### src/rtl/aes_pkg.sv
// ---------------------------------------------------------------------------
// aes_pkg
//   Shared types and GF(2^8) helpers for the AES MixColumns round stage.
//   aes_state_t is indexed [row][col], the same layout shift_rows produces.
//   Coefficient words are indexed by rotation distance k: output row r takes
//   coef[k] * a_(r+k) summed (XOR) over k = 0..3.
// ---------------------------------------------------------------------------
package aes_pkg;

  typedef logic [7:0]           aes_byte_t;
  typedef aes_byte_t [3:0]      aes_col_t;
  typedef aes_byte_t [3:0][3:0] aes_state_t;

  typedef enum logic [1:0] {
    ST_IDLE = 2'd0,
    ST_BUSY = 2'd1,
    ST_DONE = 2'd2
  } mc_state_t;

  // Low byte of the reduction polynomial x^8 + x^4 + x^3 + x + 1.
  localparam aes_byte_t AES_POLY = 8'h1B;

  // Element 0 holds the coefficient of a_r, element 1 that of a_(r+1), ...
  localparam aes_col_t FWD_COEF = {8'h01, 8'h01, 8'h03, 8'h02};
  localparam aes_col_t INV_COEF = {8'h09, 8'h0d, 8'h0b, 8'h0e};

  function automatic aes_byte_t xtime(input aes_byte_t x);
    return {x[6:0], 1'b0} ^ (x[7] ? AES_POLY : 8'h00);
  endfunction

  // Shift-and-add multiply; with a constant coefficient synthesis folds this
  // down to a handful of xtime stages and XORs.
  function automatic aes_byte_t gf_mul(input aes_byte_t a, input aes_byte_t c);
    aes_byte_t acc;
    aes_byte_t p;
    acc = '0;
    p   = a;
    for (int i = 0; i < 8; i++) begin
      if (c[i]) acc = acc ^ p;
      p = xtime(p);
    end
    return acc;
  endfunction

endpackage

### src/rtl/mix_column_word.sv
// ---------------------------------------------------------------------------
// mix_column_word
//   Combinational MixColumns (INVERSE=0) or InvMixColumns (INVERSE=1) of one
//   4-byte state column.
//   col_in  : column bytes, element r = row r
//   col_out : transformed column, element r = row r
// ---------------------------------------------------------------------------
module mix_column_word
  import aes_pkg::*;
#(
  parameter bit INVERSE = 1'b0
) (
  input  aes_col_t col_in,
  output aes_col_t col_out
);

  localparam aes_col_t COEF = INVERSE ? INV_COEF : FWD_COEF;

  always_comb begin
    // NOTE: every output gets a default before the loop, so no path through
    // this block leaves a bit unassigned and no latch is inferred.
    col_out = '0;
    for (int r = 0; r < 4; r++) begin
      for (int k = 0; k < 4; k++) begin
        col_out[r] = col_out[r] ^ gf_mul(col_in[2'(r + k)], COEF[k]);
      end
    end
  end

endmodule

### src/rtl/mix_columns_seq.sv
// ---------------------------------------------------------------------------
// mix_columns_seq
//   Iterative MixColumns / InvMixColumns stage between shift_rows and
//   AddRoundKey. Accepts one state per in_valid/in_ready handshake, transforms
//   COLS_PER_CYCLE columns per clock, and offers the result on
//   out_valid/out_ready. A block captured with in_bypass=1 is passed through
//   untouched (final AES round) and is offered right after the accept edge.
//
//   clk, rst_n  : clock, asynchronous active-low reset
//   flush       : synchronous abort, drops the held block (mc_out keeps value)
//   mc_in       : input state [row][col]
//   in_bypass   : captured with mc_in, 1 = no transform
//   in_valid    : upstream offers a state
//   in_ready    : high only in IDLE
//   mc_out      : result state [row][col], loaded only with a finished block
//   out_valid   : high in DONE until out_ready is seen
//   out_ready   : downstream accepts
// ---------------------------------------------------------------------------
module mix_columns_seq
  import aes_pkg::*;
#(
  parameter bit INVERSE        = 1'b0,
  parameter int COLS_PER_CYCLE = 1
) (
  input  logic       clk,
  input  logic       rst_n,
  input  logic       flush,
  input  aes_state_t mc_in,
  input  logic       in_bypass,
  input  logic       in_valid,
  output logic       in_ready,
  output aes_state_t mc_out,
  output logic       out_valid,
  input  logic       out_ready
);

  if (!(COLS_PER_CYCLE == 1 || COLS_PER_CYCLE == 2 || COLS_PER_CYCLE == 4)) begin : g_bad_cols
    $error("mix_columns_seq: COLS_PER_CYCLE must be 1, 2 or 4");
  end

  // Counter value on the clock that processes column 3.
  localparam logic [1:0] LAST_CNT = 2'(4 - COLS_PER_CYCLE);
  localparam logic [1:0] CNT_STEP = 2'(COLS_PER_CYCLE);

  mc_state_t  state;
  aes_state_t data_q;
  aes_state_t next_data;
  logic [1:0] cnt;
  logic       bypass_q;

  logic [1:0] widx [COLS_PER_CYCLE];
  aes_col_t   win  [COLS_PER_CYCLE];
  aes_col_t   wout [COLS_PER_CYCLE];

  for (genvar g = 0; g < COLS_PER_CYCLE; g++) begin : g_col
    assign widx[g] = cnt + 2'(g);
    assign win[g]  = {data_q[3][widx[g]], data_q[2][widx[g]],
                      data_q[1][widx[g]], data_q[0][widx[g]]};

    mix_column_word #(.INVERSE(INVERSE)) u_word (
      .col_in  (win[g]),
      .col_out (wout[g])
    );
  end

  // Working state with the current group of columns replaced in place.
  always_comb begin
    next_data = data_q;
    for (int g = 0; g < COLS_PER_CYCLE; g++) begin
      for (int r = 0; r < 4; r++) begin
        next_data[r][widx[g]] = wout[g][r];
      end
    end
  end

  // NOTE: clocked state uses non-blocking assignments only, so every flop
  // samples the pre-edge value of every other flop regardless of order.
  always_ff @(posedge clk or negedge rst_n) begin
    if (!rst_n) begin
      state     <= ST_IDLE;
      in_ready  <= 1'b1;
      out_valid <= 1'b0;
      mc_out    <= '0;
      cnt       <= '0;
      bypass_q  <= 1'b0;
      // NOTE: the working register is reset too; it is only one state wide
      // and a defined value keeps X out of the datapath after reset.
      data_q    <= '0;
    end else if (flush) begin
      state     <= ST_IDLE;
      in_ready  <= 1'b1;
      out_valid <= 1'b0;
      cnt       <= '0;
    end else begin
      case (state)
        ST_IDLE: begin
          if (in_valid) begin
            data_q   <= mc_in;
            bypass_q <= in_bypass;
            cnt      <= '0;
            in_ready <= 1'b0;
            if (in_bypass) begin
              mc_out    <= mc_in;
              out_valid <= 1'b1;
              state     <= ST_DONE;
            end else begin
              state <= ST_BUSY;
            end
          end
        end
        ST_BUSY: begin
          data_q <= next_data;
          // Wraps back to 0 on the final step, ready for the next block.
          cnt    <= cnt + CNT_STEP;
          if (cnt == LAST_CNT) begin
            mc_out    <= next_data;
            out_valid <= 1'b1;
            state     <= ST_DONE;
          end
        end
        ST_DONE: begin
          if (out_ready) begin
            out_valid <= 1'b0;
            in_ready  <= 1'b1;
            state     <= ST_IDLE;
          end
        end
        default: begin
          state     <= ST_IDLE;
          in_ready  <= 1'b1;
          out_valid <= 1'b0;
          cnt       <= '0;
        end
      endcase
    end
  end

  // A bypassed block goes straight to DONE and must never be iterated.
  a_no_bypass_busy: assert property (@(posedge clk) disable iff (!rst_n)
    (state == ST_BUSY) |-> !bypass_q);

endmodule

### config.mk
export PLATFORM = sky130hd
export DESIGN_NAME = mix_columns_seq
export DESIGN_NICKNAME = d
export VERILOG_FILES = /design/src/rtl/aes_pkg.sv /design/src/rtl/mix_column_word.sv /design/src/rtl/mix_columns_seq.sv
export SDC_FILE = /design/constraint.sdc
export NUM_CORES = 1
export LEC_CHECK = 0
export CAP_MARGIN = 20
export CORE_MARGIN = 3
export CORE_UTILIZATION = 25
export CTS_BUF_LIST = sky130_fd_sc_hd__clkbuf_2 sky130_fd_sc_hd__clkbuf_4 sky130_fd_sc_hd__clkbuf_8
export DETAILED_ROUTE_END_ITERATION = 8
export PLACE_DENSITY = 0.48
export SYNTH_ARGS = -nofsm -noshare
export SYNTH_HDL_FRONTEND = slang
export SYNTH_SLANG_ARGS = --single-unit
### constraint.sdc
create_clock -name clk -period 2.1 [get_ports clk]
set_input_delay 0.42 -clock clk [delete_from_list [all_inputs] [get_ports clk]]
set_output_delay 0.42 -clock clk [all_outputs]
set_load 0.05 [all_outputs]
==> flow_summary.ini <==
[power_and_ir_drop]
power.leakage_nw = 7.92
p_per_area_nw_per_um2 = 1130
power.total_mw = 19.7
power.internal_mw = 12.4
ir_worst_vdd_mv = 0.546
pwr-share-seq_pct = 35.7
p_comb_share_pct = 35.8
switchingPower_mw = 7.28
pwr-share-clk_pct = 28.5
sw_frac_of_total_pct = 37.0

[clocking]
cts_buffers = 50
cts_htree_levels = 2
cts_root_buf = clkbuf_8
cts_sinks = 262
cts_tree = built
cts.clk_slew.worst_paths_ns = 0.06
cts_buffer_depth = 3
clkLatencyLatePin_ns = 0.60

[finish]
syn_to_final_growth_pct = 40.4
antenna_cells = 0
drive_above_1_share_pct = 35.1
fin_nets = 1335

[sta]
fin_skew_ns = 0.0155
finalHoldViolations = 0
setup-violations-final = 0
rsz0062_at_grt = false
final.setup.tns_ns = 0
tightestPinTransition_ns = 0.552
finalWorstSetupSlack_ns = 0.118
min_period_ns = 1.98
min_period_over_period_pct = 94.4
relSlewSlack_pct = 63.4
fmax_mhz = 505
drv_slew = 0
hold-worst-slack_ns = 0.336

[detailed_routing]
first_iter_violations = 329
ant_nets = 0
routed_wl_um = 36800
first_pass_iters = 4
vias = 8341
drc = 0
viasPerCell = 4.39
wl_per_cell_um = 19.4

[critical_path]
crit_required_ns = 2.57
crit_chain = nor2b_4 -> buf_12 -> buf_12 -> mux2_4 -> mux2_2
critPathLaunchType = flip-flop
crit_path_max_incr_delay_ns = 0.51
slowest_stage = dfrtp_1
crit_top_cell = buf_12
endpoint_kind = flip-flop
worstPathArrival_ns = 2.45
cp_max_fo = 27
path_class = flip-flop to flip-flop

[synthesis]
synth_area_leaders = dfrtp_1 (53%), mux2_2 (14%), mux2_4 (12%)
synth_area_leader_cell = dfrtp_1
synth_common_cells = dfrtp_1 (261), mux2_2 (154), nor2b_1 (129)
synthCells = 882
synth_area_sq_um = 12400
synth_cell_type_count = 34
ys_seq_area_share_pct = 52.8
synth.most_common_cell = dfrtp_1
postSynth.asyncResetShare_pct = 100
synth_edf_count = 0
post_synth.cell_area_avg_sq_um = 14.1
synthesis.nets = 1020
yosys_warnings = 0
synth_top_area_share_pct = 52.6
ys_ff_latch = 262
synth_flop_cell = dfrtp_1

[status]
status = finished clean

[floorplan]
die-area_sq_um = 52400
placementRows = 81
dieWidth_um = 229
core_sq_um = 49100
ios = 264
die-height_um = 229
start_util_pct = 25.3

[grt]
grt.total_usage_pct = 14.0
overflow = 0
grt_pass1_wl_um = 56700
grt_antenna_before_repair = 4
grt_max_degree = 61
grt_pass1_vias = 9046

[placed_design]
port_buffers = 263
dp_hpwl_um = 25000
place_ws_ns = -0.0710
place_congestion = 0.728

[hold_path]
min_path_type = input port to asynchronous set/reset pin

[job]
drv_cap = 0
-- cell type report --
class / instances / area, sq um
clock buffer: 78 / 980
clock inverter: 11 / 135
fill: 4872 / 31600
inverter: 5 / 18.8
multi-input combinational: 548 / 5510
sequential: 262 / 6560
tap: 664 / 831
timing repair buffer: 330 / 3410
-- kinds of logic after synthesis --
logic type	synth area share (%)
and+or+nand+nor	7.45
AOI/OAI and AO/OA	9.69
buffers and inverters	3.45
adders and majority gates	0.403
muxes	26.2
DFF	52.8
-- stage by stage --
stage          instances  area, sq um  utilization [%]
6_report            1898        17400             35.5
3_3_place_gp        1808        16500             33.6
2_1_floorplan        882        12400                -
5_1_grt             1898        17400             35.5
4_1_cts             1898        17400             35.5
3_5_place_dp        1808        16500             33.6
-- cell usage in the layout, fill, tap and decap left out, drive strengths merged, types with 2 or more instances in the layout --
cell	count
nand2b	2
dlygate4sd2	121
ha	4
clkinv	6
o21ai	4
mux2i	2
dfrtp	261
clkinvlp	2
buf	76
a22o	128
nor2	4
inv	5
clkbuf	78
bufinv	3
and2	5
clkdlybuf4s50	132
nor2b	130
mux2	254
-- critical path, delay by kind of cell (launching register included) --
| family | cells | cell delay (ns) |
|---|---|---|
| buffers and inverters | 2 | 0.40 |
| multiplexers | 2 | 0.59 |
| AND/OR/NAND/NOR | 1 | 0.29 |
| flip-flops | 1 | 0.51 |
-- path summary, 6_finish.rpt --
path	depth (start not counted)	from	endpoint	slack [ns]
max	5	state[0]$_DFFE_PN0P_	mc_out[125]$_DFFE_PN0P_	0.12
min	2	rst_n	mc_out[87]$_DFFE_PN0P_	0.34
max reg2reg	5	state[0]$_DFFE_PN0P_	mc_out[125]$_DFFE_PN0P_	0.12
min reg2reg	2	in_ready$_DFFE_PN1P_	in_ready$_DFFE_PN1P_	0.47
max in group asynchronous	3	rst_n	data_q[118]$_DFFE_PN0P_	1.07
min in group clk	2	mc_in[74]	data_q[74]$_DFFE_PN0P_	0.46
-- state kept, by name, indices dropped and copies added (netlist names) --
name / count
data_q: 128
mc_out: 128
state: 2
in_ready: 1
out_valid: 1
cnt: 2
-- timing repair --
item,4_1_cts,5_1_grt
setup endpoints to repair,121,0
resized for setup,121,0
hold endpoints to repair,32,0
buffers inserted,0,0
hold buffers,1,0
-- power groups by stage --
stage | registers [mW] | clock network [mW] | logic [mW]
2_1_floorplan | 9.71 | 0 | 2.18
3_3_place_gp | 7.14 | 0 | 7.58
3_5_place_dp | 7.14 | 0 | 7.63
4_1_cts | 7.05 | 5.86 | 7.14
5_1_grt | 7.19 | 6.06 | 7.42
6_report | 7.02 | 5.60 | 7.04
-- routing by layer --
layer | up-vias | routed length (um) | GRT usage (%)
met5 | - | 34 | 0
met4 | 6 | 824 | 4.33
met3 | 70 | 1910 | 3.59
met2 | 201 | 17100 | 22.4
met1 | 4246 | 17000 | 18.5
li1 | 3818 | - | -
(Power assumes the default switching activity.)
